**config.mk**
```make
export PLATFORM = sky130hd
export DESIGN_NAME = clk_enable_gen
export DESIGN_NICKNAME = d
export VERILOG_FILES = /design/src/rtl/clk_enable_gen.sv
export SDC_FILE = /design/constraint.sdc
export NUM_CORES = 1
export LEC_CHECK = 0
export CAP_MARGIN = 20
export CORE_MARGIN = 5
export CORE_UTILIZATION = 60
export DETAILED_ROUTE_END_ITERATION = 8
export PLACE_DENSITY = 0.84
export REMOVE_ABC_BUFFERS = 1
export SYNTH_ARGS = -nofsm -noshare
export SYNTH_HDL_FRONTEND = slang
export SYNTH_SLANG_ARGS = --single-unit
```
**constraint.sdc**
```tcl
create_clock -name clk -period 4.6 [get_ports clk]
set_input_delay 0.69 -clock clk [delete_from_list [all_inputs] [get_ports clk]]
set_output_delay 0.69 -clock clk [all_outputs]
set_load 0.05 [all_outputs]
```
**src/rtl/clk_enable_gen.sv**
```systemverilog
// clk_enable_gen: NUM_CH independent clock-enable dividers sharing one master clock.
// Each channel produces a registered divided clock level plus one-cycle rise/fall
// strobes one cycle ahead of the level change. Configuration changes are staged in
// a per-channel shadow and only become active at a period boundary (wrap or restart),
// so a period is never cut short or stretched by a reconfiguration.
//
// Pulse inputs (restart, cfg_load) have no handshake. Each is sampled on every clk
// edge where it is high, is acted on once per high cycle, and is ignored while
// reset is high. cfg_busy is the only back-pressure signal. It reports that a captured
// configuration is waiting for the channel's next boundary, and it never blocks a load.
module clk_enable_gen #(
  parameter int NUM_CH = 2,
  parameter int CNT_W  = 4,
  parameter logic [NUM_CH*CNT_W-1:0] DEF_DIV  = {4'd12, 4'd4},
  parameter logic [NUM_CH*CNT_W-1:0] DEF_HIGH = {4'd6, 4'd2},
  localparam int SEL_W = (NUM_CH > 1) ? $clog2(NUM_CH) : 1
) (
  input  logic              clk,
  input  logic              reset,
  input  logic              run,
  input  logic              restart,
  input  logic              cfg_load,
  input  logic [SEL_W-1:0]  cfg_sel,
  input  logic [CNT_W-1:0]  cfg_div,
  input  logic [CNT_W-1:0]  cfg_high,
  output logic [NUM_CH-1:0] cfg_busy,
  output logic [NUM_CH-1:0] clk_out,
  output logic [NUM_CH-1:0] ce_rise,
  output logic [NUM_CH-1:0] ce_fall,
  output logic              align
);

  // A period shorter than 2 cannot hold both a high and a low phase.
  function automatic logic [CNT_W-1:0] clamp_p(input logic [CNT_W-1:0] p);
    return (p < CNT_W'(2)) ? CNT_W'(2) : p;
  endfunction

  // The high time must leave at least one low cycle and at least one high cycle.
  function automatic logic [CNT_W-1:0] clamp_h(input logic [CNT_W-1:0] h,
                                               input logic [CNT_W-1:0] p);
    if (h == '0)     return CNT_W'(1);
    else if (h >= p) return p - CNT_W'(1);
    else             return h;
  endfunction

  // Strobes describe the edge about to happen. A restart replaces that edge, and
  // reset or a stopped run produces no edge at all.
  logic strobe_en;
  assign strobe_en = run && !restart && !reset;

  for (genvar i = 0; i < NUM_CH; i++) begin : g_ch
    logic [CNT_W-1:0] cnt_q, cnt_d;
    logic [CNT_W-1:0] p_q, p_d;
    logic [CNT_W-1:0] h_q, h_d;
    logic [CNT_W-1:0] sh_div_q, sh_div_d;
    logic [CNT_W-1:0] sh_high_q, sh_high_d;
    logic             busy_q, busy_d;
    logic             clk_q, clk_d;
    logic [CNT_W-1:0] new_p;
    logic             load_me;
    logic             wrap;

    // An out-of-range cfg_sel never equals a channel index, so such a load is dropped.
    assign load_me = cfg_load && (int'(cfg_sel) == i);
    assign wrap    = run && (cnt_q == p_q - CNT_W'(1));

    // Next-state logic: count or wrap, apply the shadow at the boundary, capture new loads.
    always_comb begin
      new_p     = clamp_p(sh_div_q);
      cnt_d     = cnt_q;
      p_d       = p_q;
      h_d       = h_q;
      sh_div_d  = sh_div_q;
      sh_high_d = sh_high_q;
      busy_d    = busy_q;
      clk_d     = clk_q;
      if (restart || wrap) begin
        cnt_d  = '0;
        // The shadow value from before this edge is applied, even if a load lands now.
        if (busy_q) begin
          p_d = new_p;
          h_d = clamp_h(sh_high_q, new_p);
        end
        busy_d = 1'b0;
      end else if (run) begin
        cnt_d = cnt_q + CNT_W'(1);
      end
      // The level is taken from the count and high time that are valid after this edge.
      if (restart || run) begin
        clk_d = (cnt_d < h_d);
      end
      // A load on a boundary edge stays pending for the following period.
      if (load_me) begin
        sh_div_d  = cfg_div;
        sh_high_d = cfg_high;
        busy_d    = 1'b1;
      end
    end

    // Channel state registers, reset to the clamped default configuration.
    always_ff @(posedge clk) begin
      if (reset) begin
        cnt_q     <= '0;
        p_q       <= clamp_p(DEF_DIV[i*CNT_W +: CNT_W]);
        h_q       <= clamp_h(DEF_HIGH[i*CNT_W +: CNT_W], clamp_p(DEF_DIV[i*CNT_W +: CNT_W]));
        sh_div_q  <= '0;
        sh_high_q <= '0;
        busy_q    <= 1'b0;
        clk_q     <= 1'b1;
      end else begin
        cnt_q     <= cnt_d;
        p_q       <= p_d;
        h_q       <= h_d;
        sh_div_q  <= sh_div_d;
        sh_high_q <= sh_high_d;
        busy_q    <= busy_d;
        clk_q     <= clk_d;
      end
    end

    assign cfg_busy[i] = busy_q;
    assign clk_out[i]  = clk_q;
    assign ce_rise[i]  = strobe_en && (cnt_q == p_q - CNT_W'(1));
    assign ce_fall[i]  = strobe_en && (cnt_q == h_q - CNT_W'(1));
  end

  assign align = &ce_rise;

endmodule

```
# Yosys cells after proc, flatten, opt, wreduce, memory -nomap -nowiden

Cells that the tools add are included.

$add $sub $neg: 8
$mul: 0
Div/mod/pow operators: 0
$lt $le $gt $ge: 6
Eq/ne operators: 4
Shifts and indexed selects: 0
Muxes and demuxes: 18
Bitwise gates (word level): 1
Reductions and logical operators: 22

Operator list:

| cell                  | number |
|---|---|
| $mux W4               | 14 |
| $sub A4 B1 Y4 const B | 6 |
| $eq A4 B4 Y1          | 4 |
| $logic_and A1 B1 Y1   | 10 |
| $add A4 B1 Y4 const B | 2 |
| $ge A4 B4 Y1          | 2 |
| $logic_not A4 Y1      | 2 |
| $lt A4 B2 Y1 const B  | 2 |
| $lt A4 B4 Y1          | 2 |
| $reduce_and A2 Y1     | 3 |
| $mux W1               | 4 |
| $reduce_bool A2 Y1    | 2 |
| $logic_or A1 B1 Y1    | 3 |
| $logic_not A1 Y1      | 2 |
| $not A1 Y1            | 1 |

Register bits: 44
Bits in latches: 0
RAM bits: 0
Memory bits (read-only): 0
Bits of input ports: 14
Logic and storage cells: 73
Memories kept: 0

# Logic depth before layout (Yosys ltp)

Depth in word-level cells: 8
Depth in mapped cells: 13
Mapped depth without buffers: 13

# Worst setup path before layout

No wires, ideal clock.

Kind: input -> output
From: input run
To: output ce_fall[0]
Data arrival time: 3.757 ns
Data required time: 3.910 ns
Path slack: 0.153 ns
Cell stages on the path: 5
Path buffers: 1
Cells stage by stage: clkbuf_1 -> nand2_1 -> nor2_1 -> o21ai_0 -> a2111oi_0

Longest elaborated chain between the ends: 3

RTL lines:

| item                             | RTL line | text |
|---|---|---|
| from (decl)                      | 20       | `input logic run,` |
| $logic_and A1 B1 Y1 (2 in a row) | 49       | `assign strobe_en = run && !restart && !reset;` |
| $logic_and A1 B1 Y1              | 124      | `assign ce_fall[i] = strobe_en && (cnt_q == h_q - CNT_W'(1));` |
| to (decl)                        | 29       | `output logic [NUM_CH-1:0] ce_fall,` |

No other way between the ends.

# Worst setup path after layout

From: register g_ch[1].sh_div_q[2]
To: register g_ch[1].clk_q

Longest elaborated chain between the ends: 8
Elaborated cells on any way between the ends: 9
Those cells by class: 1 x add/sub; 3 x order compare; 5 x mux

RTL lines:

| item                                                 | RTL line | text |
|---|---|---|
| from (decl)                                          | 55       | `logic [CNT_W-1:0] sh_div_q, sh_div_d;` |
| from (signal assigned)                               | 114      | `sh_div_q <= sh_div_d;` |
| $lt A4 B2 Y1 *                                       | 35       | `return (p < CNT_W'(2)) ? CNT_W'(2) : p;` |
| $mux W4 *                                            | 35       |  |
| named net g_ch[1].new_p[0]                           | 59       | `logic [CNT_W-1:0] new_p;` |
| $sub A4 B1 Y4 / $ge A4 B4 Y1 (equally long branches) | 42       | `else if (h >= p) return p - CNT_W'(1);` |
| $mux W4 *                                            | 42       |  |
| $mux W4 *                                            | 41       | `if (h == '0) return CNT_W'(1);` |
| $mux W4 *                                            | 80       | `if (busy_q) begin` |
| $mux W4 *                                            | 77       | `if (restart \|\| wrap) begin` |
| $lt A4 B4 Y1 *                                       | 90       | `clk_d = (cnt_d < h_d);` |
| to (signal assigned)                                 | 117      | `clk_q <= clk_d;` |
| to (decl)                                            | 58       | `logic clk_q, clk_d;` |

The timed path passes the listed nets; every way through them passes the cells marked *.
A chain may end at the register's enable or synchronous reset.

==> metrics <==
CTS root buffer clkbuf_8; Ports 23; hold endpoint g_ch[0].sh_high_q[0]; Synth cell types 37; Max Cap Violations 0; Worst VDD drop 0.1871 mV; WL/cell 13.68 um; Residual DRC 0; drt pass-1 iters 4; P per Cell Area 287.6 nW/um^2; post-synthesis async set-or-reset flop share 0; sequential share of power 0.486; clock share of power 0.352; CP Class reg -> reg; placed cell areas 2823 sq um; first-pass GRT wire length 9370 um; Reg2Reg Capture Point g_ch[1].clk_q; Worst Setup End Kind flop; drt first-iter violations 155; Critical Path Fanout Max 6; DR top layer met4; routed vias 2,238; DRT antenna net count 0; CTS tree done; Worst-Skew Late Latency 0.30 ns; combinational power share 0.162; Core Rows 24; Ys Warns 0; PostCTS Resize Cnt 0; routed wl met3 239 um; fillers 364; DRT met1 WL 2551 um; Syn Area/Cell 8.077 sq um; CTS H-Tree Depth 2; Final Slew Violations 0; total power draw 0.8438 mW; pin count of the biggest net entering global routing 45; status finished, final reports clean; Setup crit start g_ch[1].sh_div_q[2]; clk sink count 44; Final Util 0.6833; sum of negative setup slack 0 ns; vias in the first global route 2,163; WP data required 4.79 ns; n_diodes 0; CTS buffer count 5; Tot GR Track Use 0.1904; I/O Buffers 22; RSZ-0062 raised after global routing false; worst reg2reg path depth 12; R2R Setup Slk 1.15 ns; hold-fix buffers at CTS 0; starting density of the core 0.6113; vias per cell 5.753; main flop type after synthesis dfxtp_1; Post-synth EDFFs 0; grt total ovfl 0; final setup fails 0; r2r startpoint g_ch[1].sh_div_q[2]; Worst Hold Depth 2; Layout area overhead 11.77%; Gate Count Post-Synth 325; skew final 0.008261 ns; hpwl dp 4112 um; met2 wire length 2447 um; antenna violations before repair 0; Core ar. 4294 sq um; post-CTS setup buffers 0; Design Area, Final 2934 sq um; drt total wl 5320 um; CP startpoint kind flop; share of layout cells above drive strength 1 0.04748; Hold Vio Cnt, Final 0; Die Footprint 5798 sq um; max_slew headroom 0.5594; hold path start g_ch[0].sh_high_q[0]; Mapped Area 2625 sq um; Max clock buf depth 2; Seq/Total Area, Yosys 0.3356; clock transition at the registers of the reported paths 0.09 ns; Leakage 1.136 nW; Placer Congestion 0.8185; share of the clock period used by the worst path 0.7510; Net Sw Frac 0.2717; Tmin final 3.455 ns; P_sw 0.2292 mW; Die H 76.15 um; Hold WC Path Type reg -> reg; Layout Nets 372; Slew @ Worst Pin 0.6595 ns; synthesized flop and latch total 44; max frequency 0.2895 GHz; Critical Path AT 3.65 ns; Die W 76.15 um; Cell Int Power 0.6146 mW
-- per-layer routing --
metal,vias to the layer above,GRT usage
met5,-,0
met4,0,0.05944
met3,8,0.04255
met2,51,0.3185
met1,1032,0.2424
li1,1147,-
-- registers in the layout, indices dropped and copies added (netlist names) --
| signal | count |
|---|---|
| g_ch.h_q | 8 |
| g_ch.p_q | 8 |
| g_ch.cnt_q | 8 |
| g_ch.sh_div_q | 8 |
| g_ch.clk_q | 2 |
| g_ch.sh_high_q | 8 |
| g_ch.busy_q | 2 |
-- cell families (layout without fill, tap and decap cells) --
logic type,Yosys count,count (layout),synth area share
multiplexers,9,9,0.03765
buffers and inverters,40,52,0.06435
AO/OA/AOI/OAI,67,67,0.1678
AND/OR/NAND/NOR,113,113,0.1897
adder cells (fa/ha/maj),22,22,0.1049
flip-flops,44,44,0.3356
XOR/XNOR,30,30,0.1001
-- cell usage in the layout, fill, tap and decap left out --
cell type         n
a21boi_0          3
a31oi_1           5
nand3_1          10
mux2i_1           5
mux2_4            1
xnor2_1          19
nand2b_1          5
a21oi_1          28
a2111oi_0         5
nand2_1          40
nor2b_1           1
clkinvlp_4        1
mux2_2            3
nor3_1           13
nor2_1           34
dfxtp_1          44
o31ai_1           2
clkinv_2          1
o21ai_1           2
inv_1            21
nor3b_1           2
a311o_1           2
a41o_1            2
o221a_1           1
and2_1            2
nand4_1           2
clkdlybuf4s50_1  20
a221oi_1          3
nor4_1            1
xor2_1           11
a211o_1           4
nand2_2           1
a211oi_1          6
buf_4             3
clkbuf_8          5
bufinv_16         1
o21ai_0           4
or4_1             2
ha_1             22
-- through the flow --
stage          hold WS, ns  setup WS (ns)  instances
4_1_cts             0.4766          1.169        389
6_report            0.4742          1.145        389
5_1_grt             0.4933         0.9007        389
3_5_place_dp        0.4651          1.051        381
2_1_floorplan       0.4399         0.4801        306
3_3_place_gp        0.4589          1.161        381
-- worst max-delay path, stage by stage (launching register included) --
cell	delay, ns
dfxtp_1	0.36
o31ai_1	0.46
inv_1	0.14
ha_1	0.29
nand2b_1	0.14
a2111oi_0	0.41
a21oi_1	0.19
a2111oi_0	0.57
a21oi_1	0.09
ha_1	0.31
nand2_1	0.05
a221oi_1	0.24
o21ai_1	0.10
-- layout make-up --
cell class	count	area, sq um	area share
repair buffers	23	222.7	0.07591
clock inverters	3	42.54	0.01450
well taps	52	65.06	0.02217
multi-input cells	241	1575	0.5369
clock buffers	5	68.82	0.02345
inverters	21	78.83	0.02687
flip-flops and latches	44	880.8	0.3002
-- worst max path at each step --
stage                               end  slack [ns]  cells past startpoint
after detailed placement  g_ch[1].clk_q        1.05                      9
after global placement    g_ch[1].clk_q        1.16                      9
final                     g_ch[1].clk_q        1.15                     12
after global routing      g_ch[1].clk_q        0.90                     12
after floorplan              ce_fall[0]        0.48                      5
after CTS                 g_ch[1].clk_q        1.17                     12
-- power groups by stage --
| stage | Sequential, mW | Clock, mW | Combinational (mW) |
|---|---|---|---|
| 3_3_place_gp | 0.419 | 0 | 0.133 |
| 4_1_cts | 0.410 | 0.303 | 0.137 |
| 6_report | 0.410 | 0.297 | 0.137 |
| 5_1_grt | 0.413 | 0.325 | 0.152 |
| 2_1_floorplan | 0.422 | 0 | 0.0857 |
| 3_5_place_dp | 0.419 | 0 | 0.136 |
-- cell usage after synthesis (3+ instances only) --
cell type,count,area [sq um]
a21oi_1,28,140.1
a21boi_0,3,22.52
xor2_1,11,96.34
xnor2_1,19,166.4
nor3_1,13,65.06
mux2_2,3,33.78
nand2_1,40,150.1
nand2b_1,5,31.28
nand3_1,10,50.05
a2111oi_0,5,43.79
buf_2,3,15.01
a211o_1,4,35.03
nor2_1,34,127.6
a31oi_1,5,31.28
buf_4,4,30.03
ha_1,22,275.3
o21ai_0,4,20.02
mux2i_1,5,50.05
clkbuf_1,11,41.29
inv_1,21,78.83
a221oi_1,3,26.28
dfxtp_1,44,880.8
a211oi_1,6,45.04
No activity file was read; power rests on OpenSTA's default activity.
==> RTL edit 1 (same settings) <==
Set the parameter `CNT_W` to 6 (it was 4).
--- a/src/rtl/clk_enable_gen.sv
+++ b/src/rtl/clk_enable_gen.sv
@@ -10,7 +10,7 @@
 // configuration is waiting for the channel's next boundary, and it never blocks a load.
 module clk_enable_gen #(
   parameter int NUM_CH = 2,
-  parameter int CNT_W  = 4,
+  parameter int CNT_W  = 6,
   parameter logic [NUM_CH*CNT_W-1:0] DEF_DIV  = {4'd12, 4'd4},
   parameter logic [NUM_CH*CNT_W-1:0] DEF_HIGH = {4'd6, 4'd2},
   localparam int SEL_W = (NUM_CH > 1) ? $clog2(NUM_CH) : 1
Interface: changed (resized cfg_div and cfg_high); port bits go from 23 to 27. No check against the original RTL was run, so the function may have changed too.
==> RTL edit 1 against the unedited design <==
Via count increased by 69%. Synthesized area increased by 61%. Wire length rose by 82%. Critical path depth is 5 higher. Sequential cell count grew 20. Total power up 57%. Global-route usage is 4.4 points higher. Worst setup slack worse by 0.68 ns. Cell area up 59%. Sequential share of layout area decreased by 2.5 points. Clock power up 67%. Critical endpoint is now g_ch[0].clk_q$_SDFFE_PP1P_. Highest routed layer is now met5.
==> RTL edit 1: results (changes against the unedited design) <==
[metrics] outcome: complete, no violations (unchanged)
[metrics] Num CTS Buffers: 9 (was 5)
[metrics] skew final: 0.00648 ns (was 0.00826 ns)
[metrics] compound-gate portion of the synthesized area: 0.203 (was 0.168)
[metrics] cells on worst reg2reg path: 17 (was 12)
[metrics] Placed Instance Area: 4460 um^2 (was 2820 um^2)
[metrics] post-layout instance count excluding filler cells: 644 (was 389)
[metrics] hold slack final: 0.485 ns (was 0.474 ns)
[metrics] flip-flop and latch power: 0.000597 W (was 0.000410 W)
[metrics] metal2 WL: 4480 um (was 2450 um)
[metrics] GR met3 Demand/Resource: 0.0529 (was 0.0426)
[metrics] worst-case register-to-register setup slack: 0.46 ns (was 1.15 ns)
[metrics] Total Power Consumption: 0.00133 W (was 0.000844 W)
[metrics] sequential element share of the synthesized area: 0.304 (was 0.336)
[metrics] vias in the first global route: 3635 (was 2163)
[metrics] drt first pass iters: 5 (was 4)
[metrics] via density per instance: 5.87 (was 5.75)
[metrics] adder and majority gate portion of the synthesized area: 0.0890 (was 0.105)
[metrics] endpoint of the worst setup timing path: g_ch[0].clk_q$_SDFFE_PP1P_ (was g_ch[1].clk_q$_SDFFE_PP1P_)
[metrics] most used standard cells in the synthesized netlist: sky130_fd_sc_hd__dfxtp_1, sky130_fd_sc_hd__nand2_1, sky130_fd_sc_hd__a21oi_1 (was sky130_fd_sc_hd__dfxtp_1, sky130_fd_sc_hd__nand2_1, sky130_fd_sc_hd__nor2_1)
[metrics] most area-consuming cells after synthesis: sky130_fd_sc_hd__dfxtp_1, sky130_fd_sc_hd__ha_1, sky130_fd_sc_hd__a21oi_1 (was sky130_fd_sc_hd__dfxtp_1, sky130_fd_sc_hd__ha_1, sky130_fd_sc_hd__xnor2_1)
[metrics] net count reported at finish: 592 (was 372)
[metrics] power dissipated in combinational cells: 0.000235 W (was 0.000137 W)
[metrics] top metal layer carrying routed signals: met5 (was met4)
[metrics] initial antenna violation count: 1 (was 0)
[metrics] detailed-route wire length on metal 1: 4440 um (was 2550 um)
[metrics] clock latency of the later-clocked register in the worst-skew pair: 0.33 ns (was 0.30 ns)
[metrics] met1 capacity usage during global routing: 0.304 (was 0.242)
[metrics] switching power of the nets: 0.000368 W (was 0.000229 W)
[metrics] Leak Pwr: 1.90 nW (was 1.14 nW)
[metrics] routed length on met3: 519 um (was 239 um)
[metrics] GRT met2 Usage: 0.383 (was 0.318)
[metrics] critical-path maximum fanout: 7 (was 6)
[metrics] Critical Path Start: g_ch[0].sh_div_q[2]$_SDFFE_PP0P_ (was g_ch[1].sh_div_q[2]$_SDFFE_PP0P_)
[metrics] Cell Count Post-Placement: 629 (was 381)
[metrics] number of library cell types mapped by synthesis: 56 (was 37)
[metrics] iteration-0 DRC count of the detailed router: 193 (was 155)
[metrics] wirelength, routed: 9670 um (was 5320 um)
==> RTL edit 1: changes by cell type in the layout (fill, tap and decap cells not counted), moves of 7 or more <==
| cell | change |
|---|---|
| sky130_fd_sc_hd__a21oi_1 | +29 |
| sky130_fd_sc_hd__nand3_1 | +7 |
| sky130_fd_sc_hd__nand2_1 | +24 |
| sky130_fd_sc_hd__xnor2_1 | +9 |
| sky130_fd_sc_hd__ha_1 | +8 |
| sky130_fd_sc_hd__a21o_1 | +8 |
| sky130_fd_sc_hd__clkbuf_8 | +7 |
| sky130_fd_sc_hd__inv_1 | +8 |
| sky130_fd_sc_hd__nor2_1 | +19 |
| sky130_fd_sc_hd__dfxtp_1 | +20 |
| sky130_fd_sc_hd__o21ai_0 | +10 |
==> RTL edit 1: final cells by class <==
type                       count  area, um^2
clock buffer                  12         165
clock inverter                 3        40.0
fill                         554        2170
inverter                      29         109
multi-input combinational    411        2670
sequential                    64        1280
tap                           96         120
timing repair buffer          29         278
==> RTL edit 2 (same settings) <==
Without the edit above. Make the reset (`reset`) asynchronous in one clocked block.
--- a/src/rtl/clk_enable_gen.sv
+++ b/src/rtl/clk_enable_gen.sv
@@ -98,7 +98,7 @@
     end
 
     // Channel state registers, reset to the clamped default configuration.
-    always_ff @(posedge clk) begin
+    always_ff @(posedge clk or posedge reset) begin
       if (reset) begin
         cnt_q     <= '0;
         p_q       <= clamp_p(DEF_DIV[i*CNT_W +: CNT_W]);
Check against the original RTL: differs if reset is asserted again (counterexample within 4 cycles, from zero or initial values and one cycle with reset high); with reset held inactive, the same outputs for 4 cycles.
==> RTL edit 2 against the unedited design <==
Synthesized area is 6.0% higher. Sequential cell count stayed put. Worst setup slack worse by 0.069 ns. First-iteration DRC count is 25% lower. Wire length is 0.30% lower. Cell area is 6.7% higher. Die area is 5.2% higher. Register-to-register slack better by 0.24 ns. Non-clock buffer count is 1 higher. Critical path type is now input port to output pin.
Power is not compared: it rests on default switching activity, and its combinational part moved more than twofold at a synthesized area within 25%.
==> RTL edit 2: results (changes against the unedited design) <==
[metrics] endpoint of the worst setup timing path: ce_fall[1] (was g_ch[1].clk_q$_SDFFE_PP1P_)
[metrics] share of async-settable or async-resettable flops after synthesis: 1.00 (was 0)
[metrics] via density per instance: 5.81 (was 5.75)
[metrics] routed length on met3: 255 um (was 239 um)
[metrics] Filler cells: 344 (was 364)
[metrics] compound-gate portion of the synthesized area: 0.157 (was 0.168)
[metrics] outcome: complete, no violations (unchanged)
[metrics] data arrival time at the worst-slack endpoint: 2.83 ns (was 3.65 ns)
[metrics] routability-driven placement congestion ratio: 0.815 (was 0.819)
[metrics] cells on worst reg2reg path: 10 (was 12)
[metrics] Hold EP: g_ch[0].p_q[2]$_DFFE_PP1P_ (was g_ch[0].sh_high_q[0]$_SDFFE_PP0P_)
[metrics] XOR/XNOR share of the synthesized area: 0.0967 (was 0.100)
[metrics] skew final: 0.00716 ns (was 0.00826 ns)
[metrics] terminus of the critical flop-to-flop path: g_ch[1].clk_q$_DFFE_PP1P_ (was g_ch[1].clk_q$_SDFFE_PP1P_)
[metrics] metal2 WL: 2540 um (was 2450 um)
[metrics] wirelength, routed: 5300 um (was 5320 um)
[metrics] vias in the first global route: 2029 (was 2163)
[metrics] portion of netlist area occupied by mux cells: 0.0746 (was 0.0377)
[metrics] kind of cell with the highest combined delay on the critical path: buffers and inverters (was compound AO/OA/AOI/OAI gates)
[metrics] startpoint of the tightest hold check path: g_ch[0].p_q[2]$_DFFE_PP1P_ (was g_ch[0].sh_high_q[0]$_SDFFE_PP0P_)
[metrics] first-pass GRT wire length: 9190 um (was 9370 um)
[metrics] Placed Instance Area: 3020 um^2 (was 2820 um^2)
[metrics] number of library cell types mapped by synthesis: 44 (was 37)
[metrics] placed wire-length estimate after detailed placement: 4160 um (was 4110 um)
[metrics] critical-path maximum fanout: 13 (was 6)
[metrics] FF-to-FF Start: g_ch[1].p_q[0]$_DFFE_PP0P_ (was g_ch[1].sh_div_q[2]$_SDFFE_PP0P_)
[metrics] net count reported at finish: 335 (was 372)
-- RTL edit 2: final cells by class --
type | count | share of cell area
Clock buffer | 6 | 0.0232
Clock inverter | 2 | 0.0112
Inverter | 22 | 0.0264
Multi-Input combinational cell | 202 | 0.488
Sequential cell | 44 | 0.355
Tap cell | 52 | 0.0208
Timing Repair Buffer | 24 | 0.0752
-- RTL edit 2: stage by stage --
step | cells | utilization | power (W) | hold slack (ns) | worst slack (ns)
5_1_grt | 352 | 0.709 | 0.00169 | 0.507 | 0.875
2_1_floorplan | 268 | - | 0.00113 | 0.452 | 0.480
3_5_place_dp | 344 | 0.685 | 0.00129 | 0.477 | 1.03
4_1_cts | 352 | 0.709 | 0.00158 | 0.488 | 1.03
6_report | 352 | 0.709 | 0.00157 | 0.488 | 1.08
3_3_place_gp | 344 | 0.685 | 0.00126 | 0.463 | 1.06
